### config.mk
export PLATFORM = sky130hd
export DESIGN_NAME = fp_add_control
export DESIGN_NICKNAME = d
export VERILOG_FILES = /design/src/rtl/fp_add_pkg.sv /design/src/rtl/fp_align_sat.sv /design/src/rtl/fp_add_control.sv
export SDC_FILE = /design/constraint.sdc
export NUM_CORES = 1
export LEC_CHECK = 0
export ABC_AREA = 0
export BUFFER_PORTS_ARGS = -buffer_cell sky130_fd_sc_hd__buf_2
export CORE_MARGIN = 1.5
export CORE_UTILIZATION = 48
export DETAILED_ROUTE_END_ITERATION = 12
export PLACE_DENSITY_LB_ADDON = 0.3
export SETUP_SLACK_MARGIN = 0.2
export SYNTH_ARGS = -nofsm -noshare
export SYNTH_HDL_FRONTEND = slang
export SYNTH_SLANG_ARGS = --single-unit
### constraint.sdc
create_clock -name clk -period 1.8 [get_ports clk]
set_input_delay 0.18 -clock clk [delete_from_list [all_inputs] [get_ports clk]]
set_output_delay 0.18 -clock clk [all_outputs]
set_load 0.005 [all_outputs]
### src/rtl/fp_add_pkg.sv
// Shared widths, limits, state encoding and control encodings for the FP adder controller.
// Latency: n/a (constants only); backpressure: n/a.
package fp_add_pkg;

    localparam int EXP_W     = 8;
    localparam int FRAC_W    = 23;
    localparam int ALIGN_SAT = FRAC_W + 1;
    localparam int MAX_NORM  = 24;
    localparam int CNT_W     = $clog2(MAX_NORM + 1);

    typedef enum logic [2:0] {
        IDLE,
        COMPARE,
        ALIGN,
        ADD,
        NORM,
        DONE
    } state_t;

    localparam logic NORM_LEFT  = 1'b1;
    localparam logic NORM_RIGHT = 1'b0;
    localparam logic EXP_INC    = 1'b0;
    localparam logic EXP_DEC    = 1'b1;

endpackage

### src/rtl/fp_align_sat.sv
// Signed exponent difference to saturated alignment shift and smaller-operand select.
// Latency: combinational; backpressure: none.
module fp_align_sat
    import fp_add_pkg::*;
(
    input  logic [EXP_W-1:0] exp_diff,
    output logic             sel_small,
    output logic [EXP_W-1:0] shamt
);

    logic [EXP_W:0] ext;
    logic [EXP_W:0] mag;

    // One extra bit so that the most negative difference still has a positive magnitude.
    always_comb begin
        ext       = {exp_diff[EXP_W-1], exp_diff};
        sel_small = exp_diff[EXP_W-1];
        mag       = sel_small ? -ext : ext;
        if (mag > (EXP_W+1)'(ALIGN_SAT))
            shamt = EXP_W'(ALIGN_SAT);
        else
            shamt = mag[EXP_W-1:0];
    end

endmodule

### src/rtl/fp_add_control.sv
// Sequencer for the effective-add FP datapath: compare, align, add, normalise loop.
// Latency: done 5 cycles after start plus one per normalise step; start is ignored while busy or in DONE.
module fp_add_control
    import fp_add_pkg::*;
(
    input  logic             clk,
    input  logic             reset,
    input  logic             start,
    input  logic [EXP_W-1:0] exp_diff,
    input  logic             sum_carry,
    input  logic             sum_msb,
    input  logic             sum_zero,
    input  logic             exp_max,
    input  logic             exp_min,
    output logic             sel_small,
    output logic [EXP_W-1:0] align_shamt,
    output logic             ld_align,
    output logic             ld_sum,
    output logic             norm_dir,
    output logic [EXP_W-1:0] norm_shamt,
    output logic             exp_step,
    output logic             ld_norm,
    output logic             busy,
    output logic             done,
    output logic             flag_ovf,
    output logic             flag_unf,
    output logic             flag_zero
);

    state_t           state;
    logic [CNT_W-1:0] norm_cnt;
    logic             sel_small_c;
    logic [EXP_W-1:0] shamt_c;

    logic fin_zero, fin_ovf, fin_unf, fin_ok;
    logic step_right, step_left;

    fp_align_sat u_align (
        .exp_diff  (exp_diff),
        .sel_small (sel_small_c),
        .shamt     (shamt_c)
    );

    // Flags seen here come from registers loaded on an earlier cycle, never from this cycle's load.
    always_comb begin
        fin_zero   = 1'b0;
        fin_ovf    = 1'b0;
        fin_unf    = 1'b0;
        fin_ok     = 1'b0;
        step_right = 1'b0;
        step_left  = 1'b0;
        if (state == NORM) begin
            if (sum_zero)
                fin_zero = 1'b1;
            else if (sum_carry && exp_max)
                fin_ovf = 1'b1;
            else if (sum_carry)
                step_right = 1'b1;
            else if (!sum_msb && (exp_min || norm_cnt == CNT_W'(MAX_NORM)))
                fin_unf = 1'b1;
            else if (!sum_msb)
                step_left = 1'b1;
            else
                fin_ok = 1'b1;
        end
    end

    always_comb begin
        ld_norm    = step_right | step_left;
        norm_dir   = step_left ? NORM_LEFT : NORM_RIGHT;
        exp_step   = step_left ? EXP_DEC : EXP_INC;
        norm_shamt = ld_norm ? EXP_W'(1) : '0;
    end

    assign ld_align = (state == ALIGN);
    assign ld_sum   = (state == ADD);
    assign busy     = (state == COMPARE) || (state == ALIGN) || (state == ADD) || (state == NORM);
    assign done     = (state == DONE);

    always_ff @(posedge clk) begin
        if (reset) begin
            state       <= IDLE;
            norm_cnt    <= '0;
            sel_small   <= 1'b0;
            align_shamt <= '0;
            flag_ovf    <= 1'b0;
            flag_unf    <= 1'b0;
            flag_zero   <= 1'b0;
        end else begin
            case (state)
                IDLE: begin
                    if (start) begin
                        flag_ovf  <= 1'b0;
                        flag_unf  <= 1'b0;
                        flag_zero <= 1'b0;
                        state     <= COMPARE;
                    end
                end
                COMPARE: begin
                    sel_small   <= sel_small_c;
                    align_shamt <= shamt_c;
                    state       <= ALIGN;
                end
                ALIGN: state <= ADD;
                ADD: begin
                    norm_cnt <= '0;
                    state    <= NORM;
                end
                NORM: begin
                    if (step_left)
                        norm_cnt <= norm_cnt + 1'b1;
                    if (fin_zero)
                        flag_zero <= 1'b1;
                    if (fin_ovf)
                        flag_ovf <= 1'b1;
                    if (fin_unf)
                        flag_unf <= 1'b1;
                    if (fin_zero || fin_ovf || fin_unf || fin_ok)
                        state <= DONE;
                end
                DONE:    state <= IDLE;
                default: state <= IDLE;
            endcase
        end
    end

endmodule

=== After elaboration in Yosys (flattened, before gate mapping) ===
Cells that the tools add are included.

* Bitwise operators: 1
* Reduce and logical (&&, ||, !) cells: 18
* Muxes and demuxes: 42
* Order comparisons: 1
* Equal/unequal tests: 12
* Add/sub/neg operators: 2

{| class="wikitable"
|+ Operators with widths
! cell !! count
|-
| two-way mux 1 bit || 32
|-
| case mux 3 bit (5 select lines) || 1
|-
| inequality test 2 bit (second input constant) || 5
|-
| case mux 5 bit (2 select lines) || 1
|-
| greater-than comparator 9 x 5 -> 1 bit (second input constant) || 1
|-
| two-way mux 9 bit || 1
|-
| negator 9 bit || 1
|-
| AND reduction 3 bit || 3
|-
| two-way mux 8 bit || 1
|-
| logical OR 1 bit || 7
|-
| equality test 3 x 2 -> 1 bit (second input constant) || 2
|-
| equality test 3 bit (second input constant) || 2
|-
| two-way mux 3 bit || 2
|-
| case mux 1 bit (2 select lines) || 3
|-
| adder 5 x 1 -> 5 bit (second input constant) || 1
|-
| equality test 5 bit (second input constant) || 1
|-
| two-way mux 5 bit || 1
|-
| AND reduction 2 bit || 2
|-
| nonzero test 2 bit || 2
|-
| equality test 3 x 1 -> 1 bit (second input constant) || 1
|-
| zero test 3 bit || 1
|-
| logical AND 1 bit || 2
|-
| inequality test 2 x 1 -> 1 bit (second input constant) || 1
|-
| zero test 1 bit || 1
|-
| OR 1 bit || 1
|}

* Register bits: 20
* Word-level logic and storage cells: 83
* Input bits: 16

=== Longest topological paths before layout ===
* Depth after elaboration: 12
* Mapped depth: 8
* Mapped depth without buffers: 7

=== Modules after synthesis ===
Synthesis repeated with hierarchy kept, for this count alone.

* Cells, all modules: 146
* Area, all modules: 1283.7 um2

{| class="wikitable"
|+ By module, submodules not included
! module !! sequential area each (um2) !! cells each !! area an instance (um2) !! times used
|-
| fp_add_control || 400.4 || 114 || 1043.5 || 1
|-
| fp_align_sat || 0.0 || 32 || 240.2 || 1
|}

=== Worst setup path before layout ===
No wires, ideal clock.

* Kind: register to register
* From: register state[0]
* To: register norm_cnt[1]
* Period minus slack after synthesis: 1436 ps
* Cell stages (with the launch flop): 8
* Library setup time: 128 ps
* Path buffers: 2
* Arrival: 1308 ps
* Slack: 364 ps
* Path through: dfxtp_1 buf_6 nor4b_4 and4b_1 buf_2 nor3_1 a41oi_1 nor2_1

* Cells in the longest elaborated chain, start to end: 4
* Elaborated cells on any way between the ends: 7

{| class="wikitable"
|+ Ends and longest elaborated chain
! what !! RTL line !! text
|-
| from (decl) || fp_add_control.sv:30 || <nowiki>state_t state;</nowiki>
|-
| from (signal assigned) || fp_add_control.sv:82 || <nowiki>state <= IDLE;</nowiki>
|-
| from (signal assigned) || fp_add_control.sv:96 || <nowiki>state <= COMPARE;</nowiki>
|-
| from (signal assigned) || fp_add_control.sv:102 || <nowiki>state <= ALIGN;</nowiki>
|-
| equality test 3 bit || fp_add_control.sv:52, fp_add_control.sv:90 ||
|-
| two-way mux 1 bit || fp_add_control.sv:52 || <nowiki>if (state == NORM) begin</nowiki>
|-
| inequality test 2 bit (no source line) || - ||
|-
| AND reduction 2 bit (no source line) || - ||
|-
| to (signal assigned) || fp_add_control.sv:111 || <nowiki>norm_cnt <= norm_cnt + 1'b1;</nowiki>
|-
| to (decl) || fp_add_control.sv:31 || <nowiki>logic [CNT_W-1:0] norm_cnt;</nowiki>
|}

Several ways; a longest one is shown, not always the timed one.
A chain may end at the register's enable or synchronous reset.

=== Worst setup path after layout ===
* From: register norm_cnt[1]
* To: output norm_shamt[0]

* Cells in the longest elaborated chain, start to end: 10

{| class="wikitable"
|+ Ends and longest elaborated chain
! what !! RTL line !! text
|-
| equality test 5 bit || fp_add_control.sv:59 || <nowiki>else if (!sum_msb && (exp_min || norm_cnt == CNT_W'(MAX_NORM)))</nowiki>
|-
| logical OR 1 bit || fp_add_control.sv:59 ||
|-
| logical AND 1 bit || fp_add_control.sv:59 ||
|-
| two-way mux 1 bit || fp_add_control.sv:59 ||
|-
| two-way mux 1 bit || fp_add_control.sv:57 || <nowiki>else if (sum_carry)</nowiki>
|-
| two-way mux 1 bit || fp_add_control.sv:55 || <nowiki>else if (sum_carry && exp_max)</nowiki>
|-
| two-way mux 1 bit || fp_add_control.sv:53 || <nowiki>if (sum_zero)</nowiki>
|-
| two-way mux 1 bit || fp_add_control.sv:52 ||
|-
| OR 1 bit || fp_add_control.sv:69 || <nowiki>ld_norm = step_right | step_left;</nowiki>
|-
| two-way mux 1 bit || fp_add_control.sv:72 || <nowiki>norm_shamt = ld_norm ? EXP_W'(1) : '0;</nowiki>
|-
| to (decl) || fp_add_control.sv:20 || <nowiki>output logic [EXP_W-1:0] norm_shamt,</nowiki>
|}

No other way between the ends.

==> PnR_summary.wiki <==
{| class="wikitable"
! Metric !! Value
|-
| H-tree depth || 1
|-
| Number of storage elements in the synthesis netlist || 20
|-
| Sequential fraction of design power || 53.4%
|-
| Standard cell core area || 2255 sq um
|-
| Mean Syn Cell Area || 8.528 sq um
|-
| Proportion of layout cells with a drive suffix above 1 || 36.57%
|-
| Yosys warning count || 0
|-
| Number of rows in the core area || 17
|-
| Final period demand of the worst path || 1.668 ns
|-
| Count of clock tree sinks || 20
|-
| Number of design rule violations left after detail routing || 0
|-
| Initial antenna violation count || 0
|-
| Number of global-route vias before repair || 978
|-
| Clock Pin Slew Worst Setup and Hold Paths || 0.11 ns
|-
| Share of the clock period used by the worst path || 92.65%
|-
| Die boundary width || 52.16 um
|-
| Reg-to-reg startpoint || norm_cnt[0]$_SDFFE_PP0P_
|-
| Combinational fraction of design power || 18.3%
|-
| Total power || 0.9030 mW
|-
| Final clock skew || 0.002555 ns
|-
| Placed Instances || 191
|-
| Endpoint type of the worst setup path || output pin
|-
| Total Nets Final || 195
|-
| Utilization after layout || 62.82%
|-
| Synth unique cells || 43
|-
| Fill cell count || 215
|-
| Number of buffers created by CTS || 3
|-
| Fraction of power spent switching nets || 27.00%
|-
| Path category of the worst min-delay check || input port to flop
|-
| Aggregate negative setup slack || 0 ns
|-
| Max-cap violation count || 0
|-
| Top-Level Pins || 43
|-
| Reg2Reg Capture Point || norm_cnt[1]$_SDFFE_PP0P_
|-
| Violation count after the first detailed-routing iteration || 10
|-
| Die area || 2720 sq um
|-
| Most frequent cell after synthesis || dfxtp_1
|-
| Net switching power of the design || 0.2438 mW
|-
| Total Routing Usage GR || 19.19%
|-
| Sequential standard cell area || 409.1 sq um
|-
| Final slew viol count || 0
|-
| Fraction of registers with async set/reset || 0%
|-
| Nature of the critical path startpoint || flop
|-
| GRT overflow || 0
|-
| Leak Pwr || 0.6706 nW
|-
| Cell Area, Synth || 1160 sq um
|-
| Power density relative to cell area || 637.5 nW/um^2
|-
| Buffer levels on the longest clock path || 2
|-
| Post-synthesis cell count || 136
|-
| Vias per cell || 4.990
|-
| Top-area cell type share of the netlist area || 34.52%
|-
| Antenna Nets Post-Route || 0
|-
| Internal power of the cells || 0.6592 mW
|-
| Final cell count without fillers || 203
|-
| Peak supply drop || 0.0003821 V
|-
| Crit path DAT || 1.49 ns
|-
| Worst r2r path cells || 9
|-
| Port buffer count || 35
|-
| Area added between synthesis and finish || 22.11%
|-
| Worst hold slack || 0.1664 ns
|-
| Length of the first detailed-routing pass in iterations || 4
|-
| Leading cell types by count after synthesis || dfxtp_1, nor2_1, buf_4
|-
| Biggest area consumer among synthesized cells || dfxtp_1
|-
| Final GP Congestion || 0.7693
|-
| Crit path max fanout || 3
|-
| Part of the power in the clock network || 28.3%
|-
| Largest net degree at the start of global routing || 12
|-
| Height of the chip || 52.16 um
|-
| Setup-failing EPs final || 0
|-
| Final routed wire length divided by cell count || 11.67 um
|-
| Max Fclk || 599.6 MHz
|-
| Top post-synthesis cells by area || dfxtp_1, buf_4, nor2_1, nor3_1, ha_1
|-
| Antenna Diode Count || 0
|-
| Most common flop cell mapped by yosys || dfxtp_1
|-
| Number of hold violations in the final report || 0
|-
| EDFF count, synth || 0
|-
| Origin of the worst min-delay path || exp_max
|-
| Destination of the worst hold path || flag_ovf$_SDFFE_PP0P_
|-
| Register area share after synthesis || 34.52%
|-
| Result of the run || completed
|-
| CTS tree || yes
|-
| CP Class || flop to output pin
|-
| Hold Path Cell Cnt || 3
|-
| Initial core utilization || 51.44%
|-
| Half-perimeter wire length after placement || 1802 um
|-
| Unrepaired setup endpoints after global routing || yes
|-
| Post-Route WL || 2369 um
|-
| Clock latency on the worst-skew pair || 0.29 ns
|-
| Via count || 1013
|-
| Req. time, crit path || 1.62 ns
|-
| Reg-to-reg setup timing slack || 0.25 ns
|-
| # hold bufs at CTS || 0
|-
| Area of the multi-input gates || 663.1 sq um
|-
| CTS Root Buffer Type || clkbuf_4
|-
| Global-route wire length before repair || 3988 um
|}
-- power groups by stage --
stage	Clock, mW	Combinational [mW]	Sequential, mW
2_1_floorplan	0	0.133	0.477
3_3_place_gp	0	0.159	0.488
3_5_place_dp	0	0.162	0.490
4_1_cts	0.263	0.166	0.481
5_1_grt	0.283	0.187	0.485
6_report	0.255	0.166	0.482
-- flip-flops by register name, indices dropped and copies added, names as in the netlist --
signal,cells
align_shamt,8
flag_unf,1
state,3
norm_cnt,5
sel_small,1
flag_ovf,1
flag_zero,1
-- timing repair --
action,in CTS,in global routing
gates resized for setup,12,0
endpoints found under the hold margin,0,0
pin swaps,3,1
buffers inserted,6,2
cloned,0,0
endpoints found under the setup margin,4,5
-- worst max-delay path, stage by stage (launching register included) --
cell and delay [ns]:
dfxtp_2 0.35, inv_2 0.05, ha_4 0.14, nand4b_1 0.11
nand2b_1 0.10, nor3_2 0.14, o21a_1 0.18, buf_2 0.13
-- final cells by class --
type	count	area share, %
clock buffers	4	2.562
inverters	8	2.120
multi-input cells	99	46.82
flip-flops and latches	20	28.89
well taps	28	2.473
repair buffers	44	17.14
-- routing by layer --
metal / GRT usage, % / vias up / share of wire [%]
met5: 0 / - / 0
met4: 3.846 / 0 / 0.38
met3: 3.448 / 2 / 3.9
met2: 36.50 / 30 / 50
met1: 22.16 / 454 / 45
li1: - / 527 / -
-- stage by stage --
step	setup slack, ns	area, sq um
5_1_grt	0.04021	1416
6_report	0.1323	1416
4_1_cts	0.1222	1401
3_3_place_gp	0.3045	1292
2_1_floorplan	0.3642	1182
3_5_place_dp	0.2523	1292
-- placed cells by master, fill, tap and decap left out, types with 2 or more instances in the layout --
cell type / n
inv_1: 6
nand4_1: 2
nor3_1: 7
a21oi_1: 6
xnor2_1: 4
dfxtp_1: 15
xor2_1: 4
nand2_1: 8
and2_1: 4
inv_2: 2
mux2i_1: 2
ha_1: 2
nor2_1: 15
clkbuf_4: 3
conb_1: 7
buf_4: 9
nand2b_1: 2
nand3_1: 3
dfxtp_2: 4
o21ai_0: 6
nor2b_1: 3
buf_2: 35
-- how the worst max path moves through the flow --
stage                             startpoint                           to
global placement       state[0]$_SDFFE_PP0P_  align_shamt[0]$_SDFFE_PP0P_
CTS                 norm_cnt[1]$_SDFFE_PP0P_                norm_shamt[0]
finish              norm_cnt[1]$_SDFFE_PP0P_                norm_shamt[0]
floorplan              state[0]$_SDFFE_PP0P_     norm_cnt[1]$_SDFFE_PP0P_
detailed placement     state[0]$_SDFFE_PP0P_  align_shamt[1]$_SDFFE_PP0P_
global route        norm_cnt[0]$_SDFFE_PP0P_                norm_shamt[0]
-- logic make-up (layout without fill, tap and decap cells) --
group	after synthesis	count (layout)	share of synthesized area, %
other	1	7	0.3233
multiplexers	2	2	1.726
buffers and inverters	23	56	11.87
adder cells (fa/ha/maj)	3	3	3.237
AO/OA/AOI/OAI	24	24	14.56
AND/OR/NAND/NOR	55	55	27.72
flip-flops	20	20	34.52
XOR/XNOR	8	8	6.040
Note: power is estimated with default switching activity, not from simulation.
